### src/rtl/can_seq_pkg.sv
// Shared types and constants for the CAN frame sequencer.
// Optional watchdog is enabled by defining CAN_SEQ_TIMEOUT_EN.
package can_seq_pkg;

    typedef enum logic [2:0] {
        S_IDLE    = 3'd0,
        S_ARMED   = 3'd1,
        S_HEADER  = 3'd2,
        S_PAYLOAD = 3'd3,
        S_RELEASE = 3'd4
    } seqState_t;

    localparam int CRC_LEN     = 15;   // CRC field, still inside the stuffed region
    localparam int TAIL_LEN    = 10;   // CRC delim + ACK + ACK delim + EOF(7), never stuffed
    localparam int STUFF_RUN   = 5;    // equal samples that force a stuff bit
    localparam int WDOG_BITS   = 160;  // samples from SOF before giving up on a frame
    localparam int IDLE_PRESET = 7;    // EOF bits already seen recessive at frame end

    // Stuffed bits left after the header: data bytes (DLC capped at 8) plus CRC.
    function automatic logic [7:0] payloadBits(input logic [3:0] dlc);
        logic [7:0] bytes;
        bytes = (dlc > 4'd8) ? 8'd8 : {4'd0, dlc};
        return (bytes << 3) + 8'(CRC_LEN);
    endfunction

endpackage

### src/rtl/can_frame_sequencer_bit_timer.sv
// Bit-time prescaler: free-running down counter that strobes tick at 0 and
// reloads one bit period; load realigns the phase (used at the SOF edge).
module bit_timer #(
    parameter int CLKS_PER_BIT = 100,
    localparam int TW = $clog2(CLKS_PER_BIT)
) (
    input  logic          clk,
    input  logic          reset,
    input  logic          load,
    input  logic [TW-1:0] loadVal,
    output logic          tick
);

    logic [TW-1:0] count;

    // Tick is held off while reset is asserted so the strobe is quiet in reset.
    assign tick = !reset && (count == '0);

    // Down-count with reload; an explicit load always wins.
    always_ff @(posedge clk) begin
        if (reset) begin
            count <= '0;
        end else if (load) begin
            count <= loadVal;
        end else if (count == '0) begin
            count <= TW'(CLKS_PER_BIT - 1);
        end else begin
            count <= count - 1'b1;
        end
    end

endmodule

### src/rtl/can_frame_sequencer.sv
// CAN frame sequencer: waits for bus idle, follows one frame from SOF to EOF
// using the DLC from an external size detector, then resets that detector.
// Define CAN_SEQ_TIMEOUT_EN to add a per-frame watchdog driving errTimeout.
module can_frame_sequencer
    import can_seq_pkg::*;
#(
    parameter int CLKS_PER_BIT = 100,
    parameter int IDLE_BITS    = 11
) (
    input  logic       clk,
    input  logic       reset,
    input  logic       enable,
    input  logic       dIn,
    input  logic       completeConfig,
    input  logic [3:0] msgSize,
    output logic       detResetN,
    output logic       detEnable,
    output logic       samplePulse,
    output logic       frameActive,
    output logic       frameDone,
    output logic [3:0] frameDlc,
    output logic       errTimeout,
    output seqState_t  stateDbg
);

    localparam int TW = $clog2(CLKS_PER_BIT);
    localparam int IW = $clog2(IDLE_BITS + IDLE_PRESET + 1);

    seqState_t     state, stateNext;
    logic [IW-1:0] idleCnt, idleNext;
    logic [2:0]    runCnt, runNext;
    logic          prevBit, prevNext;
    logic [7:0]    remaining, remNext;
    logic [3:0]    fixedCnt, fixedNext;
    logic          relCnt, relNext;
    logic [3:0]    dlcNext;
    logic          timerLoad;
    logic          sample;
    logic          inFrame;
`ifdef CAN_SEQ_TIMEOUT_EN
    logic [7:0]    wdogCnt, wdogNext;
    logic          suppressDone, suppressNext;
`endif

    bit_timer #(.CLKS_PER_BIT(CLKS_PER_BIT)) uTimer (
        .clk     (clk),
        .reset   (reset),
        .load    (timerLoad),
        .loadVal (TW'(CLKS_PER_BIT / 2)),
        .tick    (sample)
    );

    assign inFrame     = (state == S_HEADER) || (state == S_PAYLOAD);
    assign samplePulse = sample;
    assign frameActive = inFrame;
    assign detEnable   = (state == S_HEADER);
    assign detResetN   = !reset && (state != S_RELEASE);
    assign stateDbg    = state;
`ifndef CAN_SEQ_TIMEOUT_EN
    assign errTimeout  = 1'b0;
`endif

    // Next-state, counter updates and pulse outputs.
    always_comb begin
        stateNext = state;
        idleNext  = idleCnt;
        runNext   = runCnt;
        prevNext  = prevBit;
        remNext   = remaining;
        fixedNext = fixedCnt;
        relNext   = relCnt;
        dlcNext   = frameDlc;
        timerLoad = 1'b0;
        frameDone = 1'b0;
`ifdef CAN_SEQ_TIMEOUT_EN
        wdogNext     = wdogCnt;
        suppressNext = suppressDone;
        errTimeout   = 1'b0;
`endif
        // Run length of equal samples; the sample after a full run is the
        // stuff bit and always starts a fresh run.
        if (sample && inFrame) begin
            if (runCnt == 3'(STUFF_RUN) || runCnt == 3'd0 || dIn != prevBit) begin
                runNext = 3'd1;
            end else begin
                runNext = runCnt + 3'd1;
            end
            prevNext = dIn;
        end

        unique case (state)
            S_IDLE: begin
                if (sample) begin
                    if (!dIn) begin
                        idleNext = '0;
                    end else if (idleCnt < IW'(IDLE_BITS)) begin
                        idleNext = idleCnt + 1'b1;
                    end
                end
                if (enable && idleCnt >= IW'(IDLE_BITS)) begin
                    stateNext = S_ARMED;
                end
            end
            S_ARMED: begin
                if (!enable) begin
                    stateNext = S_IDLE;
                end else if (!dIn) begin
                    stateNext = S_HEADER;
                    timerLoad = 1'b1;
                    runNext   = 3'd0;
`ifdef CAN_SEQ_TIMEOUT_EN
                    wdogNext     = 8'd0;
                    suppressNext = 1'b0;
`endif
                end
            end
            S_HEADER: begin
                // A sample in this same cycle is still a header bit.
                if (completeConfig) begin
                    dlcNext   = msgSize;
                    remNext   = payloadBits(msgSize);
                    stateNext = S_PAYLOAD;
                end
            end
            S_PAYLOAD: begin
                if (sample) begin
                    if (remaining != 8'd0) begin
                        if (runCnt != 3'(STUFF_RUN)) begin
                            remNext = remaining - 8'd1;
                            if (remaining == 8'd1) begin
                                fixedNext = 4'(TAIL_LEN);
                            end
                        end
                    end else begin
                        if (fixedCnt != 4'd0) begin
                            fixedNext = fixedCnt - 4'd1;
                        end
                        if (fixedCnt <= 4'd1) begin
                            stateNext = S_RELEASE;
                            relNext   = 1'b0;
                        end
                    end
                end
            end
            S_RELEASE: begin
`ifdef CAN_SEQ_TIMEOUT_EN
                frameDone = !relCnt && !suppressDone;
`else
                frameDone = !relCnt;
`endif
                if (relCnt) begin
                    stateNext = S_IDLE;
                    idleNext  = IW'(IDLE_PRESET);
                    relNext   = 1'b0;
                end else begin
                    relNext = 1'b1;
                end
            end
            default: stateNext = S_IDLE;
        endcase

`ifdef CAN_SEQ_TIMEOUT_EN
        // Watchdog overrides normal progress once a frame overstays.
        if (sample && inFrame) begin
            if (wdogCnt == 8'(WDOG_BITS - 1)) begin
                errTimeout   = 1'b1;
                stateNext    = S_RELEASE;
                relNext      = 1'b0;
                suppressNext = 1'b1;
            end else begin
                wdogNext = wdogCnt + 8'd1;
            end
        end
`endif
    end

    // State and counter registers.
    always_ff @(posedge clk) begin
        if (reset) begin
            state     <= S_IDLE;
            idleCnt   <= '0;
            runCnt    <= 3'd0;
            prevBit   <= 1'b0;
            remaining <= 8'd0;
            fixedCnt  <= 4'd0;
            relCnt    <= 1'b0;
            frameDlc  <= 4'd0;
`ifdef CAN_SEQ_TIMEOUT_EN
            wdogCnt      <= 8'd0;
            suppressDone <= 1'b0;
`endif
        end else begin
            state     <= stateNext;
            idleCnt   <= idleNext;
            runCnt    <= runNext;
            prevBit   <= prevNext;
            remaining <= remNext;
            fixedCnt  <= fixedNext;
            relCnt    <= relNext;
            frameDlc  <= dlcNext;
`ifdef CAN_SEQ_TIMEOUT_EN
            wdogCnt      <= wdogNext;
            suppressDone <= suppressNext;
`endif
        end
    end

endmodule

### config.mk
export PLATFORM = sky130hd
export DESIGN_NAME = can_frame_sequencer
export DESIGN_NICKNAME = d
export VERILOG_FILES = /design/src/rtl/can_seq_pkg.sv /design/src/rtl/can_frame_sequencer_bit_timer.sv /design/src/rtl/can_frame_sequencer.sv
export SDC_FILE = /design/constraint.sdc
export NUM_CORES = 1
export LEC_CHECK = 0
export BUFFER_PORTS_ARGS = -buffer_cell sky130_fd_sc_hd__buf_2
export CORE_MARGIN = 2
export CORE_UTILIZATION = 53
export DETAILED_ROUTE_END_ITERATION = 12
export PLACE_DENSITY = 0.75
export SETUP_SLACK_MARGIN = 0.2
export SLEW_MARGIN = 5
export SYNTH_ARGS = -nofsm -noshare
export SYNTH_HDL_FRONTEND = slang
export SYNTH_SLANG_ARGS = --single-unit
### constraint.sdc
create_clock -name clk -period 2.5 [get_ports clk]
set_input_delay 0.25 -clock clk [delete_from_list [all_inputs] [get_ports clk]]
set_output_delay 0.25 -clock clk [all_outputs]
set_load 0.005 [all_outputs]
After elaboration in Yosys (flattened, before gate mapping)

Index checks and enable logic that the tools add are counted.

Register bits after elaboration: 36
Input bits: 9
Output and inout bits: 13
Word-level logic and storage cells: 109

Add/sub/neg operators: 6
$lt $le $gt $ge: 4
Eq/ne operators: 22
Mux-type cells: 40
Reductions and logical operators: 26

Operator list:

| kind                | count |
|---|---|
| $mux 3              | 13 |
| $mux 8              | 4 |
| $mux 4              | 5 |
| $mux 5              | 4 |
| $pmux 8 s2          | 1 |
| $pmux 3 s5          | 1 |
| $ne 2x2->1 const B  | 6 |
| $ne 3x3->1 const B  | 4 |
| $ne 2x1->1 const B  | 5 |
| $pmux 5 s2          | 1 |
| $reduce_and 5->1    | 2 |
| $add 7x4->8 const B | 1 |
| $eq 8x1->1 const B  | 1 |
| $mux 1              | 8 |
| $reduce_and 4->1    | 2 |
| $reduce_bool 2->1   | 4 |
| $reduce_bool 8->1   | 1 |
| $sub 8x1->8 const B | 1 |
| $logic_not 7->1     | 1 |
| $mux 7              | 1 |
| $reduce_and 7->1    | 1 |
| $sub 7x1->7 const B | 1 |
| $eq 3x2->1 const B  | 2 |
| $eq 3x3->1 const B  | 2 |
| other kinds (19)    | 26 |

Depth between registers and ports, before layout

Gate-level depths: netlist of run 1.

Depth in word-level cells: 8
Gate-level depth with buffers: 9
Gate-level depth less buffers: 8

Modules after synthesis

A second synthesis of run 1 with hierarchy kept.

Cells, all modules: 275
Area, all modules: 2,184.6 µm²

Modules (own cells, without submodules):

| module              | times used | cells each | area each (µm²) | sequential area each (µm²) |
|---|---|---|---|---|
| can_frame_sequencer | 1          | 222        | 1,773.0         | 580.6 |
| bit_timer           | 1          | 53         | 411.6           | 140.1 |

Least setup slack after synthesis of run 1

No wires, ideal clock.

Path type: flip-flop to flip-flop
Start point: register uTimer.count[0]
End point: register fixedCnt[2]
Arrival: 1,654 ps
Slack: 713 ps
Cell stages (with the launch flop): 8
Clock period less this slack: 1,787 ps
Path through: dfxtp_1 inv_1 ha_1 nor3b_2 nand3_2 or4_1 o21ai_1 a21oi_1

Longest elaborated chain between the ends: 3

RTL lines:

| what                       | line                                | text |
|---|---|---|
| start, declared            | can_frame_sequencer_bit_timer.sv:14 | `logic [TW-1:0] count;` |
| start signal, assigned     | can_frame_sequencer_bit_timer.sv:24 | `count <= loadVal;` |
| start signal, assigned     | can_frame_sequencer_bit_timer.sv:26 | `count <= TW'(CLKS_PER_BIT - 1);` |
| start signal, assigned     | can_frame_sequencer_bit_timer.sv:28 | `count <= count - 1'b1;` |
| $logic_not 7->1            | can_frame_sequencer_bit_timer.sv:17 | `assign tick = !reset && (count == '0);` |
| $logic_and 1x1->1          | can_frame_sequencer_bit_timer.sv:17 |  |
| $reduce_and 5->1 (no line) | -                                   |  |
| end signal, assigned       | can_frame_sequencer.sv:198          | `fixedCnt <= fixedNext;` |
| end, declared              | can_frame_sequencer.sv:34           | `logic [3:0] fixedCnt, fixedNext;` |

Every way passes these cells.
A chain may end at the register's enable or synchronous reset.

Final worst setup path of run 1

Start point: register state[0] (netlist: stateDbg[0])
End point: register fixedCnt[2]

Longest elaborated chain between the ends: 2

RTL lines:

| what                       | line                       | text |
|---|---|---|
| start, declared            | can_frame_sequencer.sv:29  | `seqState_t state, stateNext;` |
| start signal, assigned     | can_frame_sequencer.sv:193 | `state <= stateNext;` |
| $eq 3x2->1                 | can_frame_sequencer.sv:91  | `unique case (state)` |
| $reduce_and 5->1 (no line) | -                          |  |

Every way passes these cells.

==> results_dict.tcl, run 1 <==
set metrics [dict create \
    p_sw_mw 0.445 \
    final_util_pct 59.6 \
    critical_path.cell_chain "and3b_1, nand3_2, or4_1, o21ai_1, a21oi_1" \
    syn_avg_cell_area_um2 8.34 \
    netSwitchingFraction_pct 31.1 \
    yosys.area_share.simple_pct 25.3 \
    synthCells 256 \
    synth-compound-area-share_pct 23.8 \
    fin_crit_sh_pct 82.2 \
    ys_seq_area_share_pct 33.8 \
    drc 0 \
    cell_internal_pwr_mw 0.986 \
    fin_skew_ns 0.00435 \
    end_kind "register" \
    critical_path_class "register to register" \
    synth-main-ff-cell "dfxtp_1" \
    arrival_ns 2.23 \
    viasPerCell 5.74 \
    async_flop_share_pct 0 \
    dp_hpwl_um 3300 \
    critPathRequiredTime_ns 2.67 \
    wl_um 4470 \
    start_util_pct 54.1 \
    fillers 363 \
    final_cell_mix "36 x dfxtp_1, 30 x nor2_1, 24 x a21oi_1" \
    power_density_nw_per_um2 609 \
    synth_top_family_by_area "simple AND/OR/NAND/NOR gates" \
    drtIter0Drc 243 \
    rsz0062_at_grt "false" \
    regArea_um2 721 \
    clock.fmax_ghz 0.487 \
    core_area_um2 3940 \
    synth_xor_area_share_pct 2.05 \
    synth_enable_flop_cells 0 \
    power_frac_seq_pct 47.6 \
    drt_pass1_iterations 4 \
    critical-path-max-stage-delay_ns 0.60 \
    die_h_um 67.5 \
    cp-start-kind "register" \
    clk_pin_slew_ns 0.07 \
    syn_to_final_growth_pct 10.1 \
    grt_overflow 0 \
    final_common_cell "dfxtp_1" \
    vias 1865 \
    rows 23 \
    io-pin-count 22 \
    tritoncts "yes" \
    clkLatencyLatePin_ns 0.29 \
    n_antenna_cell 0 \
    grt_pass1_wl_um 7750 \
    worst_hold_path_type "input pin to register" \
    hold_viol_final 0 \
    cts_resized 0 \
    critPathMaxFanout 14 \
    place.gp.congestion 0.873 \
    path_buf_inv 0 \
    finalCriticalPeriod_ns 2.05 \
    ys_ff_latch 36 \
    synth_fp_nets 277 \
    cts_htree_levels 2 \
    final_nets 295 \
    comb_power_share_pct 22.5 \
    antenna_left 0 \
    syn_area_um2 2130 \
    fin_setup_tns_ns 0 \
    clkPwrFrac_pct 29.8 \
    peakVddDrop_uv 397 \
    leakagePower_nw 0.939 \
    io_buffers 20 \
    wl_per_cell_um 13.8 \
    grt_pass1_vias 1669 \
    antenna_found_initial 0 \
    layoutNonFillerInstCount 325 \
    finalMaxSlewViolations 0 \
    grtUsageTotal_pct 22.7 \
    drive_above_1_share_pct 16.4 \
    synth_fa_ha_area_share_pct 7.03 \
    multi_input_area_um2 1290 \
    placed_cells 317 \
    finalSetupViolations 0 \
    die_area_um2 4550 \
    ys_types 58 \
    numCtsBuffers 5 \
    clk_root_buffer_cell "clkbuf_8" \
    post_cts_buffers 0 \
    clockBufferDepth 2 \
    maxCapViolations 0 \
    synth_warnings 0 \
    clock_sinks 36 \
    synthMuxAreaShare_pct 2.34 \
    die_w_um 67.5 \
    grt_max_degree 29 \
    holdBufCountCts 0 \
    cp_slowest_cell "dfxtp_1" \
    status "finished, final reports clean" \
    cp_top_family "simple AND/OR/NAND/NOR gates" \
]
## layer usage
| metal | global-route usage (%) | wire, um | vias up |
|---|---|---|---|
| met5 | 0 | 0 | - |
| met2 | 36.3 | 2060 | 35 |
| li1 | - | - | 960 |
| met1 | 29.3 | 2150 | 863 |
| met3 | 5.67 | 185 | 7 |
| met4 | 8.42 | 80 | 0 |
## power by group through the flow
stage	clock network (mW)	registers [mW]	logic (mW)
after floorplan	0	0.684	0.261
after global placement	0	0.692	0.313
after detailed placement	0	0.693	0.320
after CTS	0.439	0.681	0.323
after global routing	0.467	0.689	0.365
final	0.427	0.681	0.323
## worst paths after layout
path / start / end / slack [ns] / depth (start not counted)
worst min register to register: uTimer.count[0] / uTimer.count[0] / 0.46 / 1
worst max-delay path: stateDbg[0] / fixedCnt[2] / 0.45 / 5
worst min-delay path: msgSize[2] / frameDlc[2] / 0.22 / 3
worst max register to register: stateDbg[0] / fixedCnt[2] / 0.45 / 5
## Yosys cell counts, types with 3 or more instances
| cell | n | area [um2] |
|---|---|---|
| nand3_1 | 4 | 20.0 |
| mux2i_1 | 5 | 50.1 |
| nand2_1 | 19 | 71.3 |
| a41oi_1 | 3 | 26.3 |
| o31ai_1 | 3 | 22.5 |
| o21ai_0 | 10 | 50.1 |
| xnor2_1 | 5 | 43.8 |
| nor3_1 | 6 | 30.0 |
| a21oi_1 | 24 | 120 |
| inv_1 | 16 | 60.1 |
| dfxtp_1 | 36 | 721 |
| a211oi_1 | 4 | 30.0 |
| nand3b_1 | 4 | 30.0 |
| or2_2 | 3 | 18.8 |
| nand2b_1 | 4 | 25.0 |
| a311oi_1 | 5 | 43.8 |
| clkbuf_1 | 4 | 15.0 |
| buf_2 | 3 | 15.0 |
| a31oi_1 | 4 | 25.0 |
| nor2_1 | 30 | 113 |
| ha_1 | 12 | 150 |
| nor2b_1 | 5 | 31.3 |
| or4_1 | 3 | 22.5 |
## registers in the layout, summed over array words and instances, names as in the netlist
| signal | count |
|---|---|
| fixedCnt | 4 |
| frameDlc | 4 |
| idleCnt | 5 |
| prevBit | 1 |
| relCnt | 1 |
| remaining | 8 |
| runCnt | 3 |
| stateDbg | 3 |
| uTimer.count | 7 |
## metrics by stage
step / area, um2 / hold WS, ns / total power [mW] / setup WS [ns]
floorplan: 2130 / 0.397 / 0.945 / 0.714
global placement: 2260 / 0.449 / 1.01 / 0.535
detailed placement: 2260 / 0.454 / 1.01 / 0.456
CTS: 2350 / 0.215 / 1.44 / 0.449
global route: 2350 / 0.254 / 1.52 / 0.294
finish: 2350 / 0.220 / 1.43 / 0.445
## final cells by class
type / instances / area share (%)
Multi-Input combinational cell: 192 / 55.1
Sequential cell: 36 / 30.7
Timing Repair Buffer: 22 / 4.90
Clock buffer: 6 / 3.51
Inverter: 17 / 2.77
Tap cell: 50 / 2.66
Clock inverter: 2 / 0.426
## worst register-to-register path: stages (launching register included)
cell	delay [ns]
dfxtp_1	0.60
and3b_1	0.47
nand3_2	0.19
or4_1	0.46
o21ai_1	0.14
a21oi_1	0.07
## logic make-up after synthesis
family	Yosys count
simple gates	97
fa+ha+maj	12
mux	5
xor+xnor	5
buf+inv	28
other cells	1
flops	36
compound gates	72
Power figures use the tool's default switching activity.
==> inputs of run 2 (changes only) <==
==> constraint.sdc (replaced) <==
create_clock -name clk -period 2 [get_ports clk]
set_input_delay 0.2 -clock clk [delete_from_list [all_inputs] [get_ports clk]]
set_output_delay 0.2 -clock clk [all_outputs]
set_load 0.005 [all_outputs]
==> run 2 against run 1 <==
Count of clock-buffer cells in the layout grew 2. Power up 37%. Non-clock buffer count increased by 20. Routed wire length up 14%. Sequential share of layout area decreased by 2.6 points. Sequential power is 27% higher. Design area grew 12%. Clock power up 27%.
==> results_dict.tcl, run 2 (synthesized netlist as in run 1, its figures left out) <==
set metrics [dict create \
    critical-path-max-stage-delay_ns 0.33 \
    path_buf_inv 3 \
    grtUsageTotal_pct 23.4 \
    finalCriticalPeriod_ns 1.80 \
    wl_per_cell_um 14.8 \
    critical_path_class "register to register" \
    start_util_pct 54.1 \
    critPathRequiredTime_ns 2.22 \
    status "finished, final reports clean" \
    grt_pass1_vias 1774 \
    use_met2_pct 39.0 \
    largest_register_ffs 8 \
    hold_viol_final 0 \
    final_common_cell "nor2_1" \
    viasPerCell 5.91 \
    grt.met1_usage_pct 29.4 \
    wl_um 5100 \
    cp-start-kind "register" \
    die_w_um 67.5 \
    clk_pin_slew_ns 0.07 \
    antenna_found_initial 0 \
    drc 0 \
    rr_endpoint "idleCnt[3]" \
    grt_pass1_wl_um 8000 \
    grt_max_degree 29 \
    met3_usage_pct 5.67 \
    top_register "remaining" \
    io_buffers 20 \
    cp_top_family "compound AO/OA/AOI/OAI gates" \
    place.gp.congestion 0.809 \
    final_nets 315 \
    arrival_ns 2.02 \
    clk_root_buffer_cell "clkbuf_8" \
    maxCapViolations 0 \
    regArea_um2 738 \
    fin_skew_ns 0.00737 \
    finalMaxSlewViolations 0 \
    fin_setup_tns_ns 0 \
    clockBufferDepth 2 \
    dp_hpwl_um 3560 \
    tritoncts "yes" \
    critical_path.cell_chain "inv_2, ha_4, nor3b_4, buf_4, buf_6, o2111ai_4, a21boi_4, a41oi_2, a211oi_2" \
    final_cell_mix "29 x nor2_1, 24 x dfxtp_1, 21 x a21oi_1" \
    fillers 322 \
    end_kind "register" \
    io-pin-count 22 \
    die_area_um2 4550 \
    syn_to_final_growth_pct 23.4 \
    drive_above_1_share_pct 32.2 \
    die_h_um 67.5 \
    antenna_left 0 \
    fin_crit_sh_pct 90.0 \
    cp_slowest_cell "dfxtp_2" \
    leakagePower_nw 1.07 \
    worst_hold_path_type "input pin to register" \
    vias 2040 \
    clkLatencyLatePin_ns 0.29 \
    min_to "frameDlc[0]" \
    drt_pass1_iterations 4 \
    clock_sinks 36 \
    cts_htree_levels 2 \
    rsz0062_at_grt "true" \
    n_antenna_cell 0 \
    core_area_um2 3940 \
    drtIter0Drc 119 \
    final_util_pct 66.8 \
    largestRegisters "remaining (8), uTimer.count (7), idleCnt (5)" \
    critPathMaxFanout 7 \
    power_density_nw_per_um2 742 \
    rows 23 \
    hold_start "msgSize[0]" \
    whs_path_depth 3 \
    peakVddDrop_uv 402 \
    grt_overflow 0 \
    finalSetupViolations 0 \
    multi_input_area_um2 1410 \
    clock.fmax_ghz 0.555 \
    numCtsBuffers 5 \
    hold_slack_ns 0.169 \
    rr_startpoint "uTimer.count[0]" \
    gr-max-usage-layer "met2" \
    r2r_slack_ns 0.20 \
    r2r_cells 9 \
    holdBufCountCts 0 \
]
-- run 2: worst max path at each step --
stage / startpoint / end / slack (ns) / cells past startpoint
after floorplan: uTimer.count[0] / fixedCnt[2] / 0.21 / 7
after global placement: remaining[7] / fixedCnt[3] / 0.17 / 6
after detailed placement: remaining[7] / fixedCnt[3] / 0.12 / 6
after CTS: uTimer.count[0] / fixedCnt[3] / 0.17 / 8
after global routing: uTimer.count[0] / fixedCnt[1] / 0.06 / 8
final: uTimer.count[0] / idleCnt[3] / 0.20 / 9
-- run 2: what timing repair did --
item | CTS | global route
cloned | 0 | 0
pin swaps | 3 | 15
setup endpoints to repair | 10 | 21
buffers inserted | 1 | 6
gates resized for setup | 8 | 34
-- run 2: power by group --
group | total, mW | leakage, nW | internal (mW) | switching (mW)
combinational | 0.547 | 0.723 | 0.282 | 0.265
sequential | 0.864 | 0.297 | 0.784 | 0.0797
clock | 0.543 | 0.0455 | 0.281 | 0.262
total | 1.95 | 1.07 | 1.35 | 0.607
-- run 2: layout make-up --
class,count,area share (%)
multi-input combinational,192,53.3
clock buffer,8,3.42
timing repair buffer,42,10.4
tap,50,2.37
sequential,36,28.0
inverter,17,2.52
-- run 2: worst register-to-register path, cell delays in order (launching register included) --
cell	delay [ns]
dfxtp_2	0.33
inv_2	0.08
ha_4	0.13
nor3b_4	0.23
buf_4	0.15
buf_6	0.09
o2111ai_4	0.11
a21boi_4	0.27
a41oi_2	0.14
a211oi_2	0.20
-- run 2: stage by stage --
| stage | cell area, um2 | instances | total power [mW] | setup slack, ns |
|---|---|---|---|---|
| after CTS | 2480 | 339 | 1.86 | 0.169 |
| final | 2640 | 345 | 1.95 | 0.199 |
| after global placement | 2360 | 330 | 1.29 | 0.169 |
| after detailed placement | 2360 | 330 | 1.30 | 0.121 |
| after floorplan | 2130 | 256 | 1.18 | 0.214 |
| after global routing | 2640 | 345 | 2.06 | 0.0591 |
-- run 2: routing by layer --
layer / share of wire, % / routed length (um) / vias to the layer above
met3: 3.9 / 200 / 7
met1: 46 / 2360 / 986
met2: 48 / 2470 / 50
met5: 0 / 0 / -
li1: - / - / 997
met4: 1.3 / 66 / 0
==> inputs of run 3 (changes only) <==
--- a/config.mk
+++ b/config.mk
@@ -5,6 +5,7 @@
 export SDC_FILE = /design/constraint.sdc
 export NUM_CORES = 1
 export LEC_CHECK = 0
+export ABC_AREA = 1
 export BUFFER_PORTS_ARGS = -buffer_cell sky130_fd_sc_hd__buf_2
 export CORE_MARGIN = 2
 export CORE_UTILIZATION = 53
==> run 3 against run 2 <==
Setup slack improved by 0.11 ns. Register-to-register slack improved by 0.19 ns. First-iteration DRC count down 21%. Global-route usage down 1.2 points. Final cell count rose by 25%. Critical path depth shrank 4. Sequential power rose by 25%.
==> results_dict.tcl, run 3 <==
set metrics [dict create \
    numCtsBuffers 5 \
    leakagePower_nw 1.26 \
    largest_register_ffs 8 \
    drc 0 \
    arrival_ns 1.50 \
    core_area_um2 4290 \
    fin_skew_ns 0.0105 \
    die_h_um 70.2 \
    synth_warnings 0 \
    ys_types 33 \
    viasPerCell 5.10 \
    wl_per_cell_um 11.4 \
    grtUsageTotal_pct 22.1 \
    regArea_um2 721 \
    grt_max_degree 18 \
    final_cell_mix "87 x nand2_1, 52 x nor2_1, 45 x inv_1" \
    gr-max-usage-layer "met2" \
    cts_htree_levels 2 \
    cp_top_family "flip-flops" \
    io-pin-count 22 \
    clock.fmax_ghz 0.590 \
    dp_hpwl_um 3630 \
    clkLatencyLatePin_ns 0.29 \
    total_power_mw 3.33 \
    start_util_pct 54.1 \
    post_cts_buffers 0 \
    io_buffers 20 \
    clk_pin_slew_ns 0.07 \
    rsz0062_at_grt "false" \
    path_buf_inv 2 \
    clk_root_buffer_cell "clkbuf_8" \
    die_area_um2 4930 \
    rows 24 \
    drt_pass1_iterations 4 \
    synth_fp_nets 377 \
    synth_area_leader_cell "dfxtp_1" \
    maxCapViolations 0 \
    n_antenna_cell 0 \
    die_w_um 70.2 \
    fin_setup_tns_ns 0 \
    syn_avg_cell_area_um2 6.53 \
    synthCells 356 \
    hold_slack_ns 0.211 \
    status "finished, final reports clean" \
    final_nets 399 \
    fillers 401 \
    largestRegisters "remaining (8), uTimer.count (7), idleCnt (5)" \
    top_register "remaining" \
    drtIter0Drc 94 \
    drive_above_1_share_pct 15.8 \
    grt_pass1_wl_um 8940 \
    grt.met1_usage_pct 29.7 \
    cp_slowest_cell "dfxtp_1" \
    clock_sinks 36 \
    synth_enable_flop_cells 0 \
    grt_overflow 0 \
    clockBufferDepth 2 \
    peakVddDrop_uv 609 \
    final_common_cell "nand2_1" \
    critPathMaxFanout 16 \
    place_ws_ns 0.408 \
    place.gp.congestion 0.901 \
    use_met2_pct 37.0 \
    fin_crit_sh_pct 84.8 \
    syn_area_um2 2320 \
    async_flop_share_pct 0 \
    yosysMostFrequentCell "nand2_1" \
    power_density_nw_per_um2 1300 \
    grt_pass1_vias 2058 \
    layoutNonFillerInstCount 431 \
    tritoncts "yes" \
    antenna_left 0 \
    syn_to_final_growth_pct 10.3 \
    postPlaceCellArea_um2 2470 \
    synthTopCellsByArea "dfxtp_1 31%, nand2_1 14%, nor2_1 8.4%" \
    ys_seq_area_share_pct 31.0 \
    ys_ff_latch 36 \
    critical_path_class "register to output port" \
    critPathRequiredTime_ns 1.80 \
    finalSetupViolations 0 \
    multi_input_area_um2 1380 \
    critical_path.cell_chain "nand2_2, nor2_8, inv_4, nand2_4, buf_2" \
    end_kind "output port" \
    vias 2199 \
    finalCriticalPeriod_ns 1.70 \
    final_area_um2 2560 \
    cts_resized 0 \
    cp-start-kind "register" \
    ys_top_cells_by_count "87 x nand2_1, 52 x nor2_1, 45 x inv_1" \
    holdBufCountCts 0 \
    hold_viol_final 0 \
    synth-main-ff-cell "dfxtp_1" \
    final_util_pct 59.7 \
    antenna_found_initial 0 \
    met3_usage_pct 4.18 \
    yosys.area.top_type_share_pct 31.0 \
    finalMaxSlewViolations 0 \
    setup_slack_ns 0.305 \
    worst_hold_path_type "input pin to register" \
    critical-path-max-stage-delay_ns 0.49 \
    wl_um 4900 \
    placed_cells 423 \
]
-- run 3: cells by family after synthesis --
| logic type | count (synthesis) | synth area share [%] |
|---|---|---|
| simple gates | 197 | 39.8 |
| fa+ha+maj | 12 | 6.46 |
| xor+xnor | 5 | 1.89 |
| flops | 36 | 31.0 |
| compound gates | 49 | 11.2 |
| other cells | 1 | 0.161 |
| buf+inv | 56 | 9.48 |
-- run 3: layout make-up --
class                      instances  share of cell area (%)
clock inverter                     2                   0.537
timing repair buffer              21                    4.20
sequential                        36                    28.1
multi-input combinational        264                    54.0
clock buffer                       6                    3.22
tap                               52                    2.54
inverter                          50                    7.42
-- run 3: worst min-delay path, stage by stage --
cell	delay, ns
buf_2	0.11
nand3_1	0.08
a21oi_1	0.06
-- run 3: metal layers --
metal / share of wire, % / vias to the layer above
met5: 0 / -
met4: 0.53 / 0
met3: 3.7 / 2
met2: 45 / 35
met1: 50 / 996
li1: - / 1166
-- run 3: worst paths after layout --
path,start,endpoint,slack (ns),cells after the start
max,stateDbg[1],frameActive,0.30,5
min,msgSize[2],frameDlc[2],0.21,3
min reg2reg,uTimer.count[0],uTimer.count[0],0.43,1
max reg2reg,stateDbg[1],remaining[4],0.39,8
-- run 3: report_power, final --
part / switching (mW) / leakage [nW] / internal [mW]
combinational: 1.08 / 0.911 / 0.612
clock: 0.272 / 0.0516 / 0.282
sequential: 0.177 / 0.294 / 0.900
total: 1.53 / 1.26 / 1.79
